[src/rtl/ili9341_pkg.sv]
// Shared definitions for the ILI9341 frame sequencer.
//   state_t       : sequencer states
//   CMD_*         : ILI9341 command opcodes used for a full-frame write
//   addr_seq_byte : byte N (0..4) of a CASET/PASET command + address window
package ili9341_pkg;

    typedef enum logic [2:0] {
        IDLE,
        CASET,
        PASET,
        RAMWR,
        PIX_HI,
        PIX_LO,
        DONE
    } state_t;

    localparam logic [7:0] CMD_CASET = 8'h2A;
    localparam logic [7:0] CMD_PASET = 8'h2B;
    localparam logic [7:0] CMD_RAMWR = 8'h2C;

    // Window is always [0, last_addr]: opcode, start hi/lo (zero), end hi/lo.
    function automatic logic [7:0] addr_seq_byte(input logic [2:0] idx,
                                                 input logic [7:0] cmd,
                                                 input logic [15:0] last_addr);
        case (idx)
            3'd0:    return cmd;
            3'd1:    return 8'h00;
            3'd2:    return 8'h00;
            3'd3:    return last_addr[15:8];
            default: return last_addr[7:0];
        endcase
    endfunction

endpackage

[src/rtl/counter_2d.sv]
// Two-dimensional raster counter.
//   clk, reset : rising-edge clock, synchronous active-high reset (to 0,0)
//   enable     : advance one position
//   x, y       : current position; x wraps at X_MODULUS-1 and carries into y
//   last       : position is (X_MODULUS-1, Y_MODULUS-1)
module counter_2d #(
    parameter int X_MODULUS = 4,
    parameter int Y_MODULUS = 2,
    parameter int XW        = $clog2(X_MODULUS) + 1,
    parameter int YW        = $clog2(Y_MODULUS) + 1
) (
    input  logic          clk,
    input  logic          reset,
    input  logic          enable,
    output logic [XW-1:0] x,
    output logic [YW-1:0] y,
    output logic          last
);

    localparam logic [XW-1:0] X_LAST = XW'(X_MODULUS - 1);
    localparam logic [YW-1:0] Y_LAST = YW'(Y_MODULUS - 1);

    assign last = (x == X_LAST) && (y == Y_LAST);

    always_ff @(posedge clk) begin
        if (reset) begin
            x <= '0;
            y <= '0;
        end else if (enable) begin
            if (x == X_LAST) begin
                x <= '0;
                y <= (y == Y_LAST) ? '0 : y + 1'b1;
            end else begin
                x <= x + 1'b1;
            end
        end
    end

endmodule

[src/rtl/ili9341_frame_seq.sv]
// ILI9341 full-frame write sequencer.
// On start (from IDLE) emits CASET + window, PASET + window, RAMWR, then
// WIDTH*HEIGHT RGB565 pixels as hi/lo bytes, over a valid/ready byte stream.
//   clk, reset          : rising-edge clock, synchronous active-high reset
//   start               : request one frame (honoured in IDLE only)
//   busy, frame_done    : frame in progress / one-cycle completion pulse
//   tx_byte, tx_dc      : byte and D/CX (0 = command) offered to the SPI TX
//   tx_valid, tx_ready  : byte handshake
//   pix_x, pix_y        : pixel position being fetched
//   pix_data            : RGB565 for (pix_x, pix_y), combinational from source
import ili9341_pkg::*;

module ili9341_frame_seq #(
    parameter int WIDTH  = 240,
    parameter int HEIGHT = 320
) (
    input  logic                     clk,
    input  logic                     reset,
    input  logic                     start,
    output logic                     busy,
    output logic                     frame_done,
    output logic [7:0]               tx_byte,
    output logic                     tx_dc,
    output logic                     tx_valid,
    input  logic                     tx_ready,
    output logic [$clog2(WIDTH):0]   pix_x,
    output logic [$clog2(HEIGHT):0]  pix_y,
    input  logic [15:0]              pix_data
);

    localparam logic [15:0] COL_LAST = 16'(WIDTH - 1);
    localparam logic [15:0] ROW_LAST = 16'(HEIGHT - 1);

    state_t     state, state_nxt;
    logic [2:0] idx, idx_nxt;     // byte index within CASET/PASET
    logic       hs;
    logic       pix_adv;
    logic       pix_last;
    logic       frame_end;

    assign hs        = tx_valid && tx_ready;
    assign pix_adv   = hs && (state == PIX_LO);
    assign frame_end = pix_adv && pix_last;

    // Clearing on the final pixel leaves the counter at (0,0) for the next
    // frame, so RAMWR needs no explicit counter clear.
    counter_2d #(
        .X_MODULUS (WIDTH),
        .Y_MODULUS (HEIGHT)
    ) u_cnt (
        .clk    (clk),
        .reset  (reset || frame_end),
        .enable (pix_adv),
        .x      (pix_x),
        .y      (pix_y),
        .last   (pix_last)
    );

    always_ff @(posedge clk) begin
        if (reset) begin
            state <= IDLE;
            idx   <= '0;
        end else begin
            state <= state_nxt;
            idx   <= idx_nxt;
        end
    end

    // Outputs are decoded from state/idx, so they stay put while stalled;
    // pixel bytes are stable because pix_x/pix_y only move on a handshake.
    always_comb begin
        state_nxt  = state;
        idx_nxt    = idx;
        busy       = 1'b0;
        frame_done = 1'b0;
        tx_valid   = 1'b0;
        tx_byte    = 8'h00;
        tx_dc      = 1'b0;
        case (state)
            IDLE: begin
                if (start) begin
                    state_nxt = CASET;
                    idx_nxt   = '0;
                end
            end
            CASET, PASET: begin
                busy     = 1'b1;
                tx_valid = 1'b1;
                tx_byte  = (state == CASET) ? addr_seq_byte(idx, CMD_CASET, COL_LAST)
                                            : addr_seq_byte(idx, CMD_PASET, ROW_LAST);
                tx_dc    = (idx != 3'd0);
                if (hs) begin
                    if (idx == 3'd4) begin
                        idx_nxt   = '0;
                        state_nxt = (state == CASET) ? PASET : RAMWR;
                    end else begin
                        idx_nxt = idx + 3'd1;
                    end
                end
            end
            RAMWR: begin
                busy     = 1'b1;
                tx_valid = 1'b1;
                tx_byte  = CMD_RAMWR;
                if (hs) state_nxt = PIX_HI;
            end
            PIX_HI: begin
                busy     = 1'b1;
                tx_valid = 1'b1;
                tx_byte  = pix_data[15:8];
                tx_dc    = 1'b1;
                if (hs) state_nxt = PIX_LO;
            end
            PIX_LO: begin
                busy     = 1'b1;
                tx_valid = 1'b1;
                tx_byte  = pix_data[7:0];
                tx_dc    = 1'b1;
                if (hs) state_nxt = pix_last ? DONE : PIX_HI;
            end
            DONE: begin
                frame_done = 1'b1;
                state_nxt  = IDLE;
            end
            default: state_nxt = IDLE;
        endcase
    end

endmodule

[config.mk]
export PLATFORM = sky130hd
export DESIGN_NAME = ili9341_frame_seq
export DESIGN_NICKNAME = d
export VERILOG_FILES = /design/src/rtl/ili9341_pkg.sv /design/src/rtl/counter_2d.sv /design/src/rtl/ili9341_frame_seq.sv
export SDC_FILE = /design/constraint.sdc
export NUM_CORES = 1
export LEC_CHECK = 0
export ABC_AREA = 1
export BUFFER_PORTS_ARGS = -buffer_cell sky130_fd_sc_hd__buf_4
export CORE_ASPECT_RATIO = 1.25
export CORE_MARGIN = 10
export CORE_UTILIZATION = 45
export CTS_CLUSTER_SIZE = 14
export DETAILED_ROUTE_END_ITERATION = 12
export PLACE_DENSITY = 0.72
export SLEW_MARGIN = 0
export SYNTH_ARGS = -nofsm -noshare
export SYNTH_HDL_FRONTEND = slang
export SYNTH_HIERARCHICAL = 1
export SYNTH_SLANG_ARGS = --single-unit
[constraint.sdc]
create_clock -name clk -period 2.33 [get_ports clk]
set_clock_uncertainty 0.2 [all_clocks]
set_input_delay 0.1165 -clock clk [delete_from_list [all_inputs] [get_ports clk]]
set_output_delay 0.1165 -clock clk [all_outputs]
set_load 0.05 [all_outputs]
======== Word-level counts from Yosys, hierarchy flattened ========
Cells that the tools add are included.
storage, ports and cells
  memories ................................ 0
  register bits after elaboration ......... 25
  output and inout bits ................... 31
  bits in read-only memories .............. 0
  word-level logic and storage cells ...... 64
  latch bits .............................. 0
  RAM bits ................................ 0
cells by class
  divide/modulo/power cells ............... 0
  equality and inequality tests ........... 18
  $mul .................................... 0
  shift operators ......................... 0
  add/subtract/negate cells ............... 3
  mux-type cells .......................... 22
  reduce and logical (&&, ||, !) cells .... 17
  bitwise gates (word level) .............. 0
  $lt $le $gt $ge ......................... 0
operator list
  cell                                                               number
  8-bit case mux with 4 select lines                                 1
  3-bit 2-to-1 mux                                                   9
  6-bit case mux with 3 select lines                                 1
  8-bit case mux with 2 select lines                                 1
  3-bit case mux with 5 select lines                                 1
  3-bit by 2-bit == test with 1-bit output (second input constant)   4
  3-bit == test (second input constant)                              4
  2-bit != test (second input constant)                              6
  10-bit by 1-bit adder with 10-bit output (second input constant)   1
  10-bit by 9-bit == test with 1-bit output (second input constant)  1
  10-bit 2-to-1 mux                                                  1
  9-bit by 1-bit adder with 9-bit output (second input constant)     1
  9-bit by 8-bit == test with 1-bit output (second input constant)   1
  9-bit 2-to-1 mux                                                   1
  8-bit 2-to-1 mux                                                   1
  3-bit by 1-bit == test with 1-bit output (second input constant)   2
  3-bit logical NOT                                                  2
  3-bit case mux with 2 select lines                                 1
  6-bit AND reduction                                                1
  2-bit OR reduction                                                 3
  5-bit OR reduction                                                 1
  1-bit logical AND                                                  4
  3-bit by 1-bit adder with 3-bit output (second input constant)     1
  1-bit 2-to-1 mux                                                   3
  8 further kinds                                                    8

======== Longest topological paths before layout ========
  word-level depth ........................ 7
  depth in mapped cells ................... 10
  gate-level depth less buffers ........... 10

======== Cells and area by module ========
Netlist, hierarchy kept.
by module, submodules not included
  module             area an instance (um^2)  sequential area each (um^2)  cells each  instances
  counter_2d         1009.7                   380.4                        150         1
  ili9341_frame_seq  685.7                    120.1                        119         1

======== Least setup slack after synthesis ========
OpenSTA, ideal clock, no wires.
  kind .................................... flip-flop to flip-flop
  start ................................... register u_cnt.y[0]
  end ..................................... register u_cnt.x[7]
  stages on the path, launching flop included .. 11
  buffers on the path ..................... 0
  required time ........................... 2.007 ns
  library setup time ...................... 0.123 ns
  path slack .............................. 0.221 ns
  clock period less this slack ............ 2.109 ns
  arrival ................................. 1.786 ns
  path through ............................ dfxtp_1 > ha_1 > nand2_1 > nor2_1 > nand2_1 > nor2_1 > nand2_1 > nand2_1 > inv_1 > nand2_1 > nor3b_1
between the ends
  word-level cells in the longest chain between the ends .. 4
ends and longest elaborated chain
  item                                       RTL line                 source
  start: declaration                         counter_2d.sv:16         output logic [YW-1:0] y,
  start signal: assignment                   counter_2d.sv:32         y <= (y == Y_LAST) ? '0 : y + 1'b1;
  10-bit by 9-bit == test with 1-bit output  counter_2d.sv:23         assign last = (x == X_LAST) && (y == Y_LAST);
  1-bit logical AND                          counter_2d.sv:23
  via pix_last                               ili9341_frame_seq.sv:38  logic pix_last;
  1-bit logical AND                          ili9341_frame_seq.sv:43  assign frame_end = pix_adv && pix_last;
  1-bit logical OR                           ili9341_frame_seq.sv:52  .reset (reset || frame_end),
  end signal: assignment                     counter_2d.sv:34         x <= x + 1'b1;
  end: declaration                           counter_2d.sv:15         output logic [XW-1:0] x,
The timed path passes the listed nets, and every way through them passes these cells.
A chain may end at the register's enable or synchronous reset.

======== Final worst setup path ========
  start ................................... register idx[0]
  end ..................................... output port tx_byte[6]
between the ends
  word-level cells in the longest chain between the ends .. 5
  elaborated cells on any way between the ends .. 8
  classes of those cells .................. eq/ne (3); mux (3); reduce/logical (2)
ends and longest elaborated chain
  item                                                                                                         RTL line                 source
  start: declaration                                                                                           ili9341_frame_seq.sv:35  logic [2:0] idx, idx_nxt;
  start signal: assignment                                                                                     ili9341_frame_seq.sv:65  idx <= idx_nxt;
  3-bit by 2-bit == test with 1-bit output / 3-bit by 1-bit == test with 1-bit output (equally long branches)  ili9341_pkg.sv:25        case (idx)
  3-bit OR reduction (no source line)                                                                          -
  8-bit case mux with 2 select lines *                                                                         ili9341_pkg.sv:25
  8-bit 2-to-1 mux *                                                                                           ili9341_frame_seq.sv:89  tx_byte = (state == CASET) ? addr_seq_byte(idx, CMD_CASET, COL_LAST)
  8-bit case mux with 4 select lines *                                                                         ili9341_frame_seq.sv:79  case (state)
  end: declaration                                                                                             ili9341_frame_seq.sv:22  output logic [7:0] tx_byte,
Every way passes the cells marked *; elsewhere a longest branch is shown, timed or not.

==> impl_summary.md <==
Synthesis
By instance count, the leading cell after synthesis is sky130_fd_sc_hd__nand2_1. The total of flip-flops plus latches after synthesis is 25. The dominant cell type by area after synthesis is sky130_fd_sc_hd__dfxtp_1. The distinct cell type count of the synthesized netlist is 28. The synthesized netlist occupies a cell area of 0.001695 mm2. The number of warnings issued by yosys is 6. The synthesized-area fraction occupied by ao, oa, aoi and oai cells is 0.07454.

Counting flops with a built-in enable in the synthesized netlist gives 0. Counting flops with an async set or reset pin after synthesis yields a share of 0. Of the post-synthesis cell area, the part taken by muxes is 0. Of the total synthesized cell area, the portion taken by AND, OR, NAND and NOR gates is 0.4635. The xor/xnor cell area share of the yosys netlist is 0.01550.

After synthesis, the largest family of logic cells by area is simple AND/OR/NAND/NOR gates. By count the netlist is led by sky130_fd_sc_hd__nand2_1 (75), sky130_fd_sc_hd__nor2_1 (49), sky130_fd_sc_hd__inv_1 (34). The average instance in the mapped netlist occupies 6.303 um2.

The cell count after synthesis came out at 269. The share of the synthesized area in the top cell type is 0.2952. In the post-synthesis netlist, the biggest area contributors are sky130_fd_sc_hd__dfxtp_1 (30%), sky130_fd_sc_hd__nand2_1 (17%), sky130_fd_sc_hd__nor2_1 (11%), sky130_fd_sc_hd__inv_1 (7.5%), sky130_fd_sc_hd__ha_1 (5.2%).

The area share of fa/ha/maj cells after synthesis is 0.05166. The number of nets in the synthesized netlist is 296. The proportion of synthesized chip area in sequential cells is 0.2952. The most used flip-flop cell after synthesis is sky130_fd_sc_hd__dfxtp_1.

Status
The flow ran to the end, and the final reports show no timing, DRC or antenna violations.

Clock tree
Once the clock tree was built, the setup fixing pass inserted 0 buffers. The CTS root buffer is sky130_fd_sc_hd__clkbuf_8. The clock-pin slew on the worst setup and hold paths is 0.09 ns.

For the worst-skew pair, the clock arrives at the later sink with an insertion delay of 0.26 ns. CTS built an H-tree with a depth of 1. In this run, CTS created clock tree buffers numbering 3.

The total clock sinks is 25. The post-cts repair resize count is 0. The clock tree from TritonCTS is yes.

The clock passes through at most 2 buffers.

STA
The final-report max-slew violation count is 0. The number of endpoints with negative hold slack in the final report was 0. The achievable frequency is about 470 MHz. Setup violations remaining at the end of the flow were counted as 0. The worst path in the final design needs a cycle of around 2.1 ns, including I/O delays and setup. Setup repair after global routing left no endpoint under its margin. The final critical-path share of the clock period is 0.9089.

The worst relative slew slack is 0.7312. In the final timing run, aggregate negative setup slack is 0 ns. For the pin with the worst max-slew slack, the measured transition is 0.4027 ns. The final worst hold slack is 0.03941 ns.

Floorplanning
The die is 74.90 um wide. The floorplan has 24 rows. The die covers approximately 0.0066 mm2. The number of top-level design ports is 51. The core region is ~0.0036 mm2. The starting density of the core is 0.4744. The overall die height is 88.63 um.

Setup path
On the worst path, the slowest cell contributes a delay of slightly below 0.4 ns. The arrival time of the worst setup path is ~1.8 ns. The most frequent cell on the critical path is sky130_fd_sc_hd__nand2_1. The number of cells on the worst reg-to-reg path is 10.

The critical path goes through inv_1 -> ha_1 -> nand2_1 -> nand2_1 -> nor2_1 -> nand4_1 -> nand3_1 -> buf_4. The launching element type of the critical path is a flop. The endpoint type of the worst setup path is an output port. The source of the worst register-to-register timing path is state[2].

The slowest stage of the critical path is the sky130_fd_sc_hd__dfxtp_1 cell. The terminus of the critical flop-to-flop path is u_cnt/y[1]. In this run the register-to-register setup slack is 0.26 ns. The required arrival time at the worst endpoint is 2.01 ns. By startpoint and endpoint, the worst setup path is classified as flop to output port. The peak fanout along the critical path is 4. The startpoint of the most critical setup path is idx[0].

Placement
The count of buffers from port buffering is 50. The total half-perimeter wirelength after legalization and detailed placement is 3451 um. The weighted congestion reported at the end of routability-driven placement is ~0.8.

Detailed routing
The remaining antenna violation count is 0. Using the TritonRoute via totals, the vias-per-cell ratio works out to 5.030. For this block, the routed nets add up to 4269 um of wire.

The detailed-router iteration count before antenna repair is 4. After detailed routing, the average wire length per cell comes to between 10 and 15 um. The number of design-rule violations left by the first detailed-router iteration is 94. Summing over every cut layer, the via total after detailed routing is 1816. The DRC violations left is 0.

GRT
The number of global-route vias before repair is between 1500 and 2000. The global-route wire length before repair is 7148 um. The total global-route track usage is 0.1299. The initial antenna violation count is 0. For this run the aggregate overflow at the end of global routing stands at 0. Entering global routing, the biggest net connects 14 pins.

Pwr
The worst vdd rail ir drop is 0.0004647 V. The overall power after layout is between 0.002 and 0.003 W. The cell leakage power is between 1 and 1.5 nW.

Power spread over the standard cell area amounts to 1250 mW/mm2.

Final layout
The net count of the finished layout is 350. After filler insertion, the fill cell instance count of the layout stands at 388. Registers take 500.5 um2.

The synthesis-to-layout area growth is 26.94%. The share of cells above drive strength 1 is 0.2329. Measured on the finished design, the core utilization comes to 0.6022.

The multi-input combinational cells in the finished layout cover a total of 0.001026 mm2. The antenna diode count is 0.

Min path
The worst hold path class is primary input to flop. The terminating pin of the worst hold path is idx[0]. The startpoint identified for the worst hold timing path is tx_ready.

The hold path depth is 5.

Run
The tool flagged a number of max-cap violations equal to 0.
==> state kept, by name, indices dropped and copies added, names as in the netlist <==
signal   cells
idx          3
u_cnt/y     10
state        3
u_cnt/x      9
==> timing repair <==
action | in CTS | in global routing
setup endpoints to repair | 0 | 0
hold endpoints to repair | 4 | 0
hold buffers | 1 | 0
==> report_power, final <==
part / switching [W] / internal [W] / total, W / leakage [nW]
clock network: 0.000134 / 0.000122 / 0.000256 / 0.0228
registers: 0.0000747 / 0.000482 / 0.000557 / 0.203
logic: 0.00133 / 0.000543 / 0.00188 / 0.784
==> metal layers <==
layer  track usage  up-vias  wire length (um)  part of all wire
met5             0        -                 0                 0
li1              -      960                 -                 -
met1        0.1306      801              1750              0.41
met3       0.04260        6               465              0.11
met4       0.04655        0                63             0.015
met2        0.2406       49              1990              0.47
==> worst max path at each step <==
stage	slack, ns	to	cells after the start
6_report	0.21	tx_byte[6]	8
5_1_grt	0.03	u_cnt/y[8]	10
4_1_cts	0.16	tx_byte[6]	8
3_5_place_dp	0.29	u_cnt/y[1]	10
3_3_place_gp	0.37	u_cnt/y[1]	10
2_1_floorplan	0.22	u_cnt/x[7]	10
==> area by class of cell <==
type / count / area share
Multi-Input combinational cell: 204 / 0.4767
Sequential cell: 25 / 0.2326
Timing Repair Buffer: 52 / 0.1826
Inverter: 37 / 0.06453
Tap cell: 39 / 0.02267
Clock buffer: 4 / 0.02093
==> cells in the final DEF, fill, tap and decap left out, drive strengths merged <==
cell / Yosys / layout
o2111ai: 2 / 2
o22ai: 1 / 1
inv: 36 / 36
nor2: 54 / 54
a21oi: 8 / 8
nor3b: 3 / 3
nor4: 1 / 1
dfxtp: 25 / 25
nand2: 81 / 81
nand3: 21 / 21
ha: 7 / 7
clkinv: 1 / 1
xor2: 3 / 3
dlygate4sd3: 0 / 1
nand4: 6 / 6
clkbuf: 0 / 4
nor3: 6 / 6
a211oi: 1 / 1
nand3b: 2 / 2
buf: 3 / 51
o21ai: 8 / 8
==> cells by family (layout without fill, tap and decap cells) <==
group           after synthesis  after routing
fa+ha+maj                     7              7
simple gates                174            174
xor+xnor                      3              3
buf+inv                      40             93
compound gates               20             20
flops                        25             25
==> critical path: cells and delay by family (launching register included) <==
| family | cells | cell delay (ns) |
|---|---|---|
| fa+ha+maj | 1 | 0.21 |
| simple gates | 5 | 0.64 |
| flops | 1 | 0.39 |
| buf+inv | 2 | 0.29 |
==> through the flow <==
step,setup slack (ns),instance area [um2],std cells
floorplan,0.2206,1695,269
global placement,0.3687,2097,356
detailed placement,0.2851,2097,356
CTS,0.1648,2152,361
global route,0.02728,2152,361
finish,0.2123,2152,361
No activity file was read; power rests on OpenSTA's default activity.
